--- src/rtl/cmd_line_rx.sv ---
// Console line receiver: buffers typed bytes, edits on backspace and matches the line on Enter.
// Optional keystroke echo is enabled by defining CMD_ECHO_EN.
module cmd_line_rx #(
    parameter int MAX_LEN = 16,
    parameter int LEN_W   = 5
) (
    input  logic             clk,
    input  logic             rst,
    input  logic [7:0]       rx_data,
    input  logic             rx_valid,
    output logic             rx_ready,
    input  logic             prompt_ready,
    output logic             cmd_valid,
    output logic [1:0]       cmd_id,
    output logic             no_com,
    output logic             empty_line,
`ifdef CMD_ECHO_EN
    output logic [7:0]       echo_data,
    output logic             echo_valid,
`endif
    output logic [LEN_W-1:0] line_len
);

    localparam int IDX_W = (MAX_LEN > 1) ? $clog2(MAX_LEN) : 1;
    localparam logic [LEN_W-1:0] MAX_LEN_L = LEN_W'(MAX_LEN);

    typedef enum logic [2:0] {S_COLLECT, S_MATCH, S_REPORT, S_GUARD, S_WAIT} state_t;

    state_t           state_q, state_d;
    logic [LEN_W-1:0] line_len_q, line_len_d;
    logic             ovf_q, ovf_d;
    logic [1:0]       idx_q, idx_d;
    logic             found_q, found_d;
    logic [1:0]       fid_q, fid_d;
    logic             cmd_valid_q, cmd_valid_d;
    logic [1:0]       cmd_id_q, cmd_id_d;
    logic             no_com_q, no_com_d;
    logic             empty_q, empty_d;
    logic [7:0]       buf_q [MAX_LEN];
    logic [7:0]       buf_d [MAX_LEN];
    logic             accept;
    logic             entry_hit;
`ifdef CMD_ECHO_EN
    logic [7:0]       echo_data_q, echo_data_d;
    logic             echo_valid_q, echo_valid_d;
`endif

    function automatic logic [2:0] cmd_len(input logic [1:0] id);
        case (id)
            2'd0:    return 3'd4;
            2'd1:    return 3'd5;
            2'd2:    return 3'd3;
            default: return 3'd5;
        endcase
    endfunction

    function automatic logic [7:0] cmd_char(input logic [1:0] id, input logic [2:0] pos);
        logic [39:0] s;
        case (id)
            2'd0:    s = {"help", 8'h00};
            2'd1:    s = "clear";
            2'd2:    s = {"led", 16'h0000};
            default: s = "reset";
        endcase
        case (pos)
            3'd0:    return s[39:32];
            3'd1:    return s[31:24];
            3'd2:    return s[23:16];
            3'd3:    return s[15:8];
            default: return s[7:0];
        endcase
    endfunction

    // Compare the buffered line against the table entry selected by idx_q
    always_comb begin
        entry_hit = !ovf_q && (line_len_q == LEN_W'(cmd_len(idx_q)));
        for (int i = 0; i < 5; i++) begin
            if (i < MAX_LEN && 3'(i) < cmd_len(idx_q)) begin
                if (buf_q[IDX_W'(i)] != cmd_char(idx_q, 3'(i))) entry_hit = 1'b0;
            end
        end
    end

    always_ff @(posedge clk) begin
        if (rst) begin
            state_q      <= S_COLLECT;
            line_len_q   <= '0;
            ovf_q        <= 1'b0;
            idx_q        <= 2'd0;
            found_q      <= 1'b0;
            fid_q        <= 2'd0;
            cmd_valid_q  <= 1'b0;
            cmd_id_q     <= 2'd0;
            no_com_q     <= 1'b0;
            empty_q      <= 1'b0;
`ifdef CMD_ECHO_EN
            echo_data_q  <= 8'h00;
            echo_valid_q <= 1'b0;
`endif
        end else begin
            state_q      <= state_d;
            line_len_q   <= line_len_d;
            ovf_q        <= ovf_d;
            idx_q        <= idx_d;
            found_q      <= found_d;
            fid_q        <= fid_d;
            cmd_valid_q  <= cmd_valid_d;
            cmd_id_q     <= cmd_id_d;
            no_com_q     <= no_com_d;
            empty_q      <= empty_d;
`ifdef CMD_ECHO_EN
            echo_data_q  <= echo_data_d;
            echo_valid_q <= echo_valid_d;
`endif
        end
    end

    always_ff @(posedge clk) begin
        buf_q <= buf_d;
    end

    always_comb begin
        state_d = state_q;
        case (state_q)
            S_COLLECT: if (accept && rx_data == 8'h0D)
                           state_d = (line_len_q == '0 && !ovf_q) ? S_REPORT : S_MATCH;
            S_MATCH:   if (idx_q == 2'd3) state_d = S_REPORT;
            S_REPORT:  state_d = S_GUARD;
            S_GUARD:   state_d = S_WAIT;
            S_WAIT:    if (prompt_ready) state_d = S_COLLECT;
            default:   state_d = S_COLLECT;
        endcase
    end

    always_comb begin
        rx_ready   = (state_q == S_COLLECT);
        accept     = rx_valid && rx_ready;
        cmd_valid  = cmd_valid_q;
        cmd_id     = cmd_id_q;
        no_com     = no_com_q;
        empty_line = empty_q;
        line_len   = line_len_q;
`ifdef CMD_ECHO_EN
        echo_data  = echo_data_q;
        echo_valid = echo_valid_q;
`endif
    end

    always_comb begin
        line_len_d  = line_len_q;
        ovf_d       = ovf_q;
        buf_d       = buf_q;
        idx_d       = idx_q;
        found_d     = found_q;
        fid_d       = fid_q;
        cmd_valid_d = 1'b0;
        cmd_id_d    = 2'd0;
        no_com_d    = 1'b0;
        empty_d     = 1'b0;
`ifdef CMD_ECHO_EN
        echo_data_d  = 8'h00;
        echo_valid_d = 1'b0;
`endif
        case (state_q)
            S_COLLECT: begin
                idx_d   = 2'd0;
                found_d = 1'b0;
                fid_d   = 2'd0;
                if (accept) begin
                    if (rx_data >= 8'h20 && rx_data <= 8'h7E) begin
                        if (line_len_q < MAX_LEN_L) begin
                            buf_d[line_len_q[IDX_W-1:0]] = rx_data;
                            line_len_d = line_len_q + 1'b1;
`ifdef CMD_ECHO_EN
                            echo_data_d  = rx_data;
                            echo_valid_d = 1'b1;
`endif
                        end else begin
                            ovf_d = 1'b1;
                        end
                    end else if (rx_data == 8'h08 || rx_data == 8'h7F) begin
                        if (line_len_q != '0) begin
                            line_len_d = line_len_q - 1'b1;
`ifdef CMD_ECHO_EN
                            echo_data_d  = 8'h08;
                            echo_valid_d = 1'b1;
`endif
                        end
                    end else if (rx_data == 8'h0D) begin
                        empty_d = (line_len_q == '0 && !ovf_q);
                    end
                end
            end
            S_MATCH: begin
                found_d = found_q | entry_hit;
                fid_d   = (entry_hit && !found_q) ? idx_q : fid_q;
                idx_d   = idx_q + 2'd1;
                if (idx_q == 2'd3) begin
                    cmd_valid_d = found_d;
                    cmd_id_d    = found_d ? fid_d : 2'd0;
                    no_com_d    = !found_d;
                end
            end
            S_WAIT: begin
                if (prompt_ready) begin
                    line_len_d = '0;
                    ovf_d      = 1'b0;
                end
            end
            default: ;
        endcase
    end

endmodule

--- config.mk ---
export PLATFORM = sky130hd
export DESIGN_NAME = cmd_line_rx
export DESIGN_NICKNAME = d
export VERILOG_FILES = /design/src/rtl/cmd_line_rx.sv
export SDC_FILE = /design/constraint.sdc
export NUM_CORES = 1
export LEC_CHECK = 0
export CORE_MARGIN = 1.5
export CORE_UTILIZATION = 50
export CTS_CLUSTER_DIAMETER = 30
export DETAILED_ROUTE_END_ITERATION = 16
export GPL_ROUTABILITY_DRIVEN = 0
export GPL_TIMING_DRIVEN = 0
export PLACE_DENSITY = 0.81
export SETUP_SLACK_MARGIN = 0.15
export SLEW_MARGIN = 20
export SYNTH_ARGS = -nofsm -noshare
export SYNTH_HDL_FRONTEND = slang
export SYNTH_SLANG_ARGS = --single-unit
--- constraint.sdc ---
create_clock -name clk -period 5.8 [get_ports clk]
set_input_delay 1.74 -clock clk [delete_from_list [all_inputs] [get_ports clk]]
set_output_delay 1.74 -clock clk [all_outputs]
set_load 0.01 [all_outputs]
==> results of run 1 <==
-- worst max-delay path: stages --
cell	delay, ns
sky130_fd_sc_hd__clkdlybuf4s50_1	0.58
sky130_fd_sc_hd__and3_2	0.30
sky130_fd_sc_hd__a311oi_1	0.74
sky130_fd_sc_hd__ha_1	0.31
sky130_fd_sc_hd__nand3_1	0.17
sky130_fd_sc_hd__nor3_1	0.85
-- layout make-up --
type | instances | area (sq um)
buffer | 9 | 42.5
clock buffer | 11 | 131
clock inverter | 5 | 77.6
fill | 438 | 1940
inverter | 13 | 48.8
multi-input combinational | 158 | 1080
sequential | 59 | 1580
tap | 70 | 87.6
timing repair buffer | 22 | 220
-- flip-flops by register name, indices dropped and copies added (netlist names) --
register and cells:
empty_line 1, cmd_valid 1, found_q 1, fid_q 2, ovf_q 1, line_len 5
state_q 3, cmd_id 2, no_com 1, buf_q 40, idx_q 2
-- per-stage QoR --
stage / instance area, sq um / setup slack (ns) / hold WS [ns] / utilization [%] / cells
after floorplan: 2740 / 1.90 / 0.445 / - / 239
after global placement: 3050 / 0.733 / 0.462 / 58.6 / 331
after detailed placement: 3050 / 0.666 / 0.464 / 58.6 / 331
after CTS: 3260 / 1.02 / 0.475 / 62.6 / 347
after global routing: 3270 / 0.846 / 0.488 / 62.8 / 347
final: 3270 / 1.06 / 0.476 / 62.8 / 347
-- how the worst max path moves through the flow --
stage,from,to,cells after the start
after detailed placement,rx_data[5],buf_q[116],6
after CTS,rx_data[5],buf_q[116],6
after global placement,rx_data[5],buf_q[114],6
after floorplan,rx_data[1],buf_q[112],5
final,rx_data[5],buf_q[121],6
after global routing,rx_data[5],buf_q[127],6
-- per-layer routing --
| metal | track usage, % | vias up | wire, um |
|---|---|---|---|
| met5 | 0 | - | 0 |
| met4 | 7.09 | 0 | 54 |
| met3 | 6.07 | 7 | 281 |
| met2 | 32.5 | 59 | 2790 |
| met1 | 26.6 | 972 | 2460 |
| li1 | - | 961 | - |
-- cells by family (layout without fill, tap and decap cells) --
kind of cell / count (synthesis) / in the layout
flip-flops: 59 / 59
AND/OR/NAND/NOR: 89 / 89
buffers and inverters: 22 / 60
XOR/XNOR: 12 / 12
adder cells (fa/ha/maj): 11 / 11
AO/OA/AOI/OAI: 46 / 46
-- power groups by stage --
| stage | Clock, uW | Sequential (uW) | Combinational, uW |
|---|---|---|---|
| 2_1_floorplan | 0 | 474 | 40.1 |
| 3_3_place_gp | 0 | 474 | 68.9 |
| 3_5_place_dp | 0 | 474 | 72.2 |
| 4_1_cts | 399 | 466 | 72.5 |
| 5_1_grt | 418 | 467 | 79.8 |
| 6_report | 394 | 466 | 73.8 |
-- placed cells by master (no fill, tap or decap), types with 9 or more instances in the layout --
cell type                         count
sky130_fd_sc_hd__a21oi_1             15
sky130_fd_sc_hd__clkbuf_1             9
sky130_fd_sc_hd__clkbuf_8             9
sky130_fd_sc_hd__clkdlybuf4s50_1     22
sky130_fd_sc_hd__dfxtp_1             19
sky130_fd_sc_hd__edfxtp_1            40
sky130_fd_sc_hd__ha_1                10
sky130_fd_sc_hd__inv_1               12
sky130_fd_sc_hd__nand2_1             20
sky130_fd_sc_hd__nor2_1              16
-- cells in the mapped netlist, types with 2 or more instances --
cell type	number
sky130_fd_sc_hd__and3_1	2
sky130_fd_sc_hd__nor2b_1	2
sky130_fd_sc_hd__a31oi_1	3
sky130_fd_sc_hd__or3_1	8
sky130_fd_sc_hd__a311oi_1	2
sky130_fd_sc_hd__xor2_1	4
sky130_fd_sc_hd__ha_1	10
sky130_fd_sc_hd__or4_4	2
sky130_fd_sc_hd__dfxtp_1	19
sky130_fd_sc_hd__nand4b_1	2
sky130_fd_sc_hd__a21o_1	2
sky130_fd_sc_hd__clkbuf_1	7
sky130_fd_sc_hd__a31o_1	2
sky130_fd_sc_hd__nand4_1	8
sky130_fd_sc_hd__nand2_1	20
sky130_fd_sc_hd__nor3_1	9
sky130_fd_sc_hd__nand3_1	3
sky130_fd_sc_hd__nor4bb_1	2
sky130_fd_sc_hd__edfxtp_1	40
sky130_fd_sc_hd__o21ai_0	3
sky130_fd_sc_hd__inv_1	12
sky130_fd_sc_hd__a21oi_1	15
sky130_fd_sc_hd__a211oi_1	4
sky130_fd_sc_hd__nor2_1	16
sky130_fd_sc_hd__o31ai_1	2
sky130_fd_sc_hd__nor4_1	3
sky130_fd_sc_hd__nand3b_1	2
sky130_fd_sc_hd__xnor2_1	8
sky130_fd_sc_hd__nor3b_1	2
==> impl_metrics.prom, run 1 <==
# TYPE chip_impl_metric gauge
chip_impl_info{name="status",value="finished, final reports clean"} 1
chip_impl_metric{name="antenna_left",unit=""} 0
chip_impl_metric{name="synth.yosys.seq_area_share",unit="%"} 57.7
chip_impl_metric{name="detailedPlacementHpwl",unit="um"} 4010
chip_impl_metric{name="synth-edff-count",unit=""} 40
chip_impl_metric{name="adder_cell_fraction_of_synth_area",unit="%"} 5.30
chip_impl_metric{name="route.detailed.drc",unit=""} 0
chip_impl_metric{name="power_leakage",unit="uW"} 0.00109
chip_impl_info{name="holdCritStartpoint",value="fid_q[1]"} 1
chip_impl_metric{name="rows",unit=""} 26
chip_impl_metric{name="p_sw_share",unit="%"} 21.7
chip_impl_metric{name="ys_seq_elements",unit=""} 59
chip_impl_metric{name="insertedDiodeCount",unit=""} 0
chip_impl_metric{name="timing.final.setup_violations",unit=""} 0
chip_impl_metric{name="worst-path-max-fanout",unit=""} 8
chip_impl_metric{name="post-route-period-util",unit="%"} 81.8
chip_impl_metric{name="setup_total_negative_slack",unit="ns"} 0
chip_impl_metric{name="critPathRequiredTime",unit="ns"} 5.75
chip_impl_metric{name="design.die.area",unit="sq mm"} 0.00593
chip_impl_info{name="worst_setup_path_start_kind",value="input pin"} 1
chip_impl_metric{name="synthToLayoutAreaGrowth",unit="%"} 19.2
chip_impl_metric{name="portion_of_netlist_area_occupied_by_mux_cells",unit="%"} 0
chip_impl_metric{name="ys_async_sr_fraction",unit="%"} 0
chip_impl_metric{name="synth-simple-area-share",unit="%"} 18.1
chip_impl_metric{name="design.portCount",unit=""} 23
chip_impl_info{name="post_synth_main_area_contributors",value="sky130_fd_sc_hd__edfxtp_1 (44%), sky130_fd_sc_hd__dfxtp_1 (14%), sky130_fd_sc_hd__ha_1 (4.6%)"} 1
chip_impl_metric{name="antenna_violations_before_repair",unit=""} 0
chip_impl_info{name="rsz0062_at_grt",value="false"} 1
chip_impl_metric{name="timing.reg2reg.worst_path_depth",unit=""} 8
chip_impl_metric{name="nNetsFinal",unit=""} 295
chip_impl_info{name="yosys_most_used_dff",value="sky130_fd_sc_hd__edfxtp_1"} 1
chip_impl_info{name="critical_path.reg2reg.startpoint",value="idx_q[0]"} 1
chip_impl_metric{name="syn-cell-area",unit="sq mm"} 0.00274
chip_impl_metric{name="totalWireLength",unit="um"} 5580
chip_impl_metric{name="viasPerCell",unit=""} 5.76
chip_impl_metric{name="postCtsHoldBufs",unit=""} 0
chip_impl_metric{name="synth_xor_area_share",unit="%"} 3.84
chip_impl_metric{name="grt_max_degree",unit=""} 11
chip_impl_metric{name="post-route-min-period",unit="ns"} 4.74
chip_impl_info{name="setup.worst_path.class",value="in2reg"} 1
chip_impl_metric{name="max_slew_vio_count",unit=""} 0
chip_impl_metric{name="clock_latency",unit="ns"} 0.33
chip_impl_metric{name="switching_power",unit="uW"} 203
chip_impl_info{name="crit-reg2reg-capture",value="fid_q[0]"} 1
chip_impl_metric{name="vias",unit=""} 1999
chip_impl_info{name="synthDominantAreaCellType",value="sky130_fd_sc_hd__edfxtp_1"} 1
chip_impl_metric{name="placement.io_buffers",unit=""} 22
chip_impl_metric{name="clkPwrFrac",unit="%"} 42.2
chip_impl_metric{name="grt_pass1_wl",unit="um"} 9150
chip_impl_metric{name="drtIter0Drc",unit=""} 209
chip_impl_info{name="min_path_type",value="reg2reg"} 1
chip_impl_metric{name="max_slew.worst_pin.slew",unit="ns"} 1.01
chip_impl_metric{name="cellInternalPower",unit="uW"} 731
chip_impl_metric{name="cts_inserted_buffers",unit=""} 9
chip_impl_metric{name="maxClockFrequency",unit="MHz"} 211
chip_impl_metric{name="post-cts-setup-buffers",unit=""} 0
chip_impl_metric{name="drt_pre_antenna_iters",unit=""} 5
chip_impl_metric{name="pwr_density_cell",unit="mW/mm^2"} 286
chip_impl_info{name="tritoncts",value="yes"} 1
chip_impl_metric{name="cts.clk_slew.worst_paths",unit="ns"} 0.06
chip_impl_metric{name="ctsHtreeMaxLevel",unit=""} 3
chip_impl_metric{name="yosys.area.top_type_share",unit="%"} 43.8
chip_impl_info{name="dominant_combinational_cell_family_by_area_after_synthesis",value="simple AND/OR/NAND/NOR gates"} 1
chip_impl_metric{name="share_seq_of_total_power",unit="%"} 49.9
chip_impl_metric{name="clkSinkCount",unit=""} 59
chip_impl_metric{name="synth_compound_area_share",unit="%"} 11.7
chip_impl_metric{name="worst_ep_arrival_time",unit="ns"} 4.70
chip_impl_metric{name="total_global_routing_overflow",unit=""} 0
chip_impl_metric{name="post_syn_nets",unit=""} 262
chip_impl_metric{name="clock_skew",unit="ns"} 0.00631
chip_impl_metric{name="fp.dieW",unit="um"} 77.0
chip_impl_metric{name="cts.path.max_buffers",unit=""} 2
chip_impl_metric{name="hold_violations",unit=""} 0
chip_impl_metric{name="total_power",unit="uW"} 934
chip_impl_metric{name="start_util",unit="%"} 52.6
chip_impl_metric{name="slack_of_the_worst_reg_to_reg_path",unit="ns"} 2.92
chip_impl_metric{name="drv_cap",unit=""} 0
chip_impl_metric{name="gr-usage-all-layers",unit="%"} 20.4
chip_impl_metric{name="hold-path-cell-count",unit=""} 2
chip_impl_metric{name="wire_per_inst",unit="um"} 16.1
chip_impl_metric{name="post_cts.resized_instances",unit=""} 0
chip_impl_metric{name="timing.slew.headroom",unit="%"} 32.3
chip_impl_metric{name="ys_warn_count",unit=""} 0
chip_impl_info{name="root_buffer",value="sky130_fd_sc_hd__clkbuf_8"} 1
chip_impl_metric{name="vdd.ir_drop.worst",unit="uV"} 270
chip_impl_metric{name="netlist_instances",unit=""} 239
chip_impl_info{name="crit_path_end_kind",value="flop"} 1
chip_impl_metric{name="core_area",unit="sq mm"} 0.00520
chip_impl_metric{name="share_comb_of_total_power",unit="%"} 7.9
chip_impl_metric{name="yosysUniqueCellTypes",unit=""} 54
chip_impl_metric{name="die_height",unit="um"} 77.0
chip_impl_metric{name="layout_cell_share_with_drive_strength_beyond_1",unit="%"} 9.75
chip_impl_info{name="hold_end",value="cmd_id[1]"} 1
chip_impl_metric{name="vias_in_the_first_global_route",unit=""} 1890
chip_impl_metric{name="synth.avg_cell_area",unit="sq um"} 11.5
No activity file was read; power rests on OpenSTA's default activity.
==> run 2: changes to the inputs <==
--- a/config.mk
+++ b/config.mk
@@ -11,7 +11,7 @@
 export DETAILED_ROUTE_END_ITERATION = 16
 export GPL_ROUTABILITY_DRIVEN = 0
 export GPL_TIMING_DRIVEN = 0
-export PLACE_DENSITY = 0.81
+export PLACE_DENSITY = 0.84
 export SETUP_SLACK_MARGIN = 0.15
 export SLEW_MARGIN = 20
 export SYNTH_ARGS = -nofsm -noshare
==> constraint.sdc (replaced) <==
create_clock -name clk -period 4.09 [get_ports clk]
set_input_delay 1.227 -clock clk [delete_from_list [all_inputs] [get_ports clk]]
set_output_delay 1.227 -clock clk [all_outputs]
set_load 0.01 [all_outputs]
==> run 2 against run 1 <==
Non-clock buffer count unchanged. Register-to-register slack worse by 1.9 ns. First-iteration DRC count down 23%. Critical path type unchanged. Hold slack worse by 0.0031 ns. Die area unchanged. Wire length up 3.9%. Critical path depth up 4.
==> impl_metrics.prom, run 2 (synthesis gave the netlist of run 1 again) <==
# TYPE chip_impl_metric gauge
chip_impl_info{name="status",value="finished, final reports clean"} 1
chip_impl_info{name="root_buffer",value="sky130_fd_sc_hd__clkbuf_8"} 1
chip_impl_metric{name="dp_worst_setup_slack",unit="ns"} -0.532
chip_impl_metric{name="antenna_violations_before_repair",unit=""} 0
chip_impl_metric{name="ff_latch_area",unit="sq mm"} 0.00158
chip_impl_metric{name="post-route-period-util",unit="%"} 90.6
chip_impl_info{name="timing.critical_path.cells",value="clkdlybuf4s50_1 -> and3_2 -> a311oi_2 -> inv_1 -> ha_1 -> a21o_1 -> a21oi_1 -> xnor2_1 -> a22oi_1 -> a211oi_1"} 1
chip_impl_metric{name="total_global_routing_overflow",unit=""} 0
chip_impl_metric{name="final_critical_path_setup_slack",unit="ns"} 0.386
chip_impl_metric{name="total_power",unit="uW"} 1330
chip_impl_metric{name="p_sw_share",unit="%"} 22.4
chip_impl_metric{name="finalNonFillerCells",unit=""} 346
chip_impl_metric{name="worst-path-max-fanout",unit=""} 8
chip_impl_metric{name="core_area",unit="sq mm"} 0.00520
chip_impl_metric{name="detailedPlacementHpwl",unit="um"} 3880
chip_impl_info{name="rsz0062_at_grt",value="false"} 1
chip_impl_metric{name="drtIter0Drc",unit=""} 160
chip_impl_info{name="most_common_cell_after_layout_fill_and_taps_aside",value="sky130_fd_sc_hd__edfxtp_1"} 1
chip_impl_metric{name="drt_pre_antenna_iters",unit=""} 4
chip_impl_metric{name="fp.dieW",unit="um"} 77.0
chip_impl_metric{name="layout_cell_share_with_drive_strength_beyond_1",unit="%"} 10.9
chip_impl_info{name="setup.worst_path.class",value="in2reg"} 1
chip_impl_info{name="most-common-layout-cells",value="sky130_fd_sc_hd__edfxtp_1 (40), sky130_fd_sc_hd__clkdlybuf4s50_1 (22), sky130_fd_sc_hd__nand2_1 (20)"} 1
chip_impl_metric{name="drv_cap",unit=""} 0
chip_impl_metric{name="totalWireLength",unit="um"} 5800
chip_impl_metric{name="power_leakage",unit="uW"} 0.00109
chip_impl_metric{name="critPathRequiredTime",unit="ns"} 4.35
chip_impl_metric{name="multiInputGateArea",unit="sq mm"} 0.00109
chip_impl_info{name="tritoncts",value="yes"} 1
chip_impl_metric{name="cts_inserted_buffers",unit=""} 9
chip_impl_metric{name="clock_latency",unit="ns"} 0.35
chip_impl_metric{name="design.portCount",unit=""} 23
chip_impl_metric{name="share_seq_of_total_power",unit="%"} 49.6
chip_impl_metric{name="grt_max_degree",unit=""} 11
chip_impl_metric{name="switching_power",unit="uW"} 299
chip_impl_metric{name="die_height",unit="um"} 77.0
chip_impl_metric{name="synthToLayoutAreaGrowth",unit="%"} 19.5
chip_impl_info{name="largest-register",value="buf_q"} 1
chip_impl_metric{name="post_dp_cell_area",unit="sq mm"} 0.00305
chip_impl_metric{name="timing.final.setup_violations",unit=""} 0
chip_impl_metric{name="ctsHtreeMaxLevel",unit=""} 3
chip_impl_metric{name="postLayoutCoreUtil",unit="%"} 62.9
chip_impl_info{name="cp_slowest_cell",value="sky130_fd_sc_hd__clkdlybuf4s50_1"} 1
chip_impl_info{name="crit_path_end_kind",value="flop"} 1
chip_impl_info{name="min_path_type",value="reg2reg"} 1
chip_impl_metric{name="cp_slowest_stage_delay",unit="ns"} 0.59
chip_impl_metric{name="start_util",unit="%"} 52.6
chip_impl_metric{name="post-route-min-period",unit="ns"} 3.70
chip_impl_metric{name="cts.clk_slew.worst_paths",unit="ns"} 0.07
chip_impl_metric{name="gr-usage-all-layers",unit="%"} 21.1
chip_impl_metric{name="cts.path.max_buffers",unit=""} 2
chip_impl_metric{name="vdd.ir_drop.worst",unit="uV"} 278
chip_impl_metric{name="clock_skew",unit="ns"} 0.0111
chip_impl_metric{name="route.detailed.drc",unit=""} 0
chip_impl_metric{name="worst_ep_arrival_time",unit="ns"} 3.97
chip_impl_metric{name="wire_per_inst",unit="um"} 16.8
chip_impl_info{name="worst_setup_path_start_kind",value="input pin"} 1
chip_impl_metric{name="nNetsFinal",unit=""} 295
chip_impl_metric{name="max_slew_vio_count",unit=""} 0
chip_impl_metric{name="vias_in_the_first_global_route",unit=""} 1901
chip_impl_metric{name="pwr_density_cell",unit="mW/mm^2"} 407
chip_impl_metric{name="rows",unit=""} 26
chip_impl_metric{name="viasPerCell",unit=""} 5.89
chip_impl_metric{name="timing.slew.headroom",unit="%"} 49.6
chip_impl_info{name="critical-path-top-delay-family",value="compound AO/OA/AOI/OAI gates"} 1
chip_impl_metric{name="max_reg_flops",unit=""} 40
chip_impl_metric{name="design.die.area",unit="sq mm"} 0.00593
chip_impl_metric{name="placement.io_buffers",unit=""} 22
chip_impl_metric{name="final_area",unit="sq mm"} 0.00328
chip_impl_metric{name="insertedDiodeCount",unit=""} 0
chip_impl_metric{name="clkPwrFrac",unit="%"} 42.5
chip_impl_metric{name="antenna_left",unit=""} 0
chip_impl_metric{name="clkSinkCount",unit=""} 59
chip_impl_metric{name="cellInternalPower",unit="uW"} 1030
chip_impl_metric{name="max_slew.worst_pin.slew",unit="ns"} 0.750
chip_impl_metric{name="maxClockFrequency",unit="MHz"} 270
chip_impl_metric{name="share_comb_of_total_power",unit="%"} 7.9
chip_impl_metric{name="vias",unit=""} 2038
chip_impl_metric{name="cp_num_buf_inv",unit=""} 2
chip_impl_metric{name="dp.cells",unit=""} 331
chip_impl_metric{name="hold_violations",unit=""} 0
chip_impl_metric{name="fillers",unit=""} 420
chip_impl_metric{name="grt_pass1_wl",unit="um"} 9480
-- run 2: path summary, 6_finish.rpt --
path              startpoint          end  slack (ns)  cells past startpoint
hold / removal      fid_q[1]    cmd_id[1]        0.47                      2
setup / recovery  rx_data[5]  line_len[4]        0.39                     10
setup reg to reg    idx_q[0]     fid_q[0]        1.06                      9
hold reg to reg     fid_q[1]    cmd_id[1]        0.47                      2
-- run 2: power by group through the flow --
stage | Clock (uW) | Combinational, uW | Sequential (uW)
floorplan | 0 | 56.9 | 672
global placement | 0 | 97.8 | 672
detailed placement | 0 | 101 | 673
CTS | 571 | 104 | 661
global route | 594 | 116 | 662
finish | 567 | 105 | 661
-- run 2: layer usage --
metal	vias to the layer above	part of all wire, %	track usage (%)
met5	-	0	0
met4	0	2.2	9.64
met3	15	5.7	6.55
met2	81	49	34.0
met1	983	43	25.9
li1	959	-	-
-- run 2: per-stage QoR --
stage          hold slack (ns)  setup TNS (ns)
3_5_place_dp             0.466          -13.59
2_1_floorplan            0.445               0
4_1_cts                  0.477               0
3_3_place_gp             0.462          -10.64
5_1_grt                  0.514               0
6_report                 0.473               0
-- run 2: area by class of cell --
type,instances,area share [%]
Clock buffer,10,3.90
Timing Repair Buffer,22,6.72
Tap cell,70,2.67
Multi-Input combinational cell,158,33.2
Clock inverter,5,2.41
Buffer,9,1.30
Sequential cell,59,48.3
Inverter,13,1.49
-- run 2: what timing repair did --
| item | 4_1_cts | 5_1_grt |
|---|---|---|
| endpoints found under the setup margin | 26 | 0 |
| resized for setup | 4 | 0 |
| hold buffers | 0 | 0 |
| hold endpoints to repair | 0 | 0 |
| buffers inserted | 0 | 0 |
-- run 2: worst register-to-register path: cells and delay by family, from the launching register on --
| family | cells | cell delay (ns) |
|---|---|---|
| AND/OR/NAND/NOR | 4 | 1.12 |
| buffers and inverters | 2 | 0.64 |
| flip-flops | 1 | 0.38 |
| adder cells (fa/ha/maj) | 1 | 0.34 |
| AO/OA/AOI/OAI | 1 | 0.29 |
| XOR/XNOR | 1 | 0.16 |
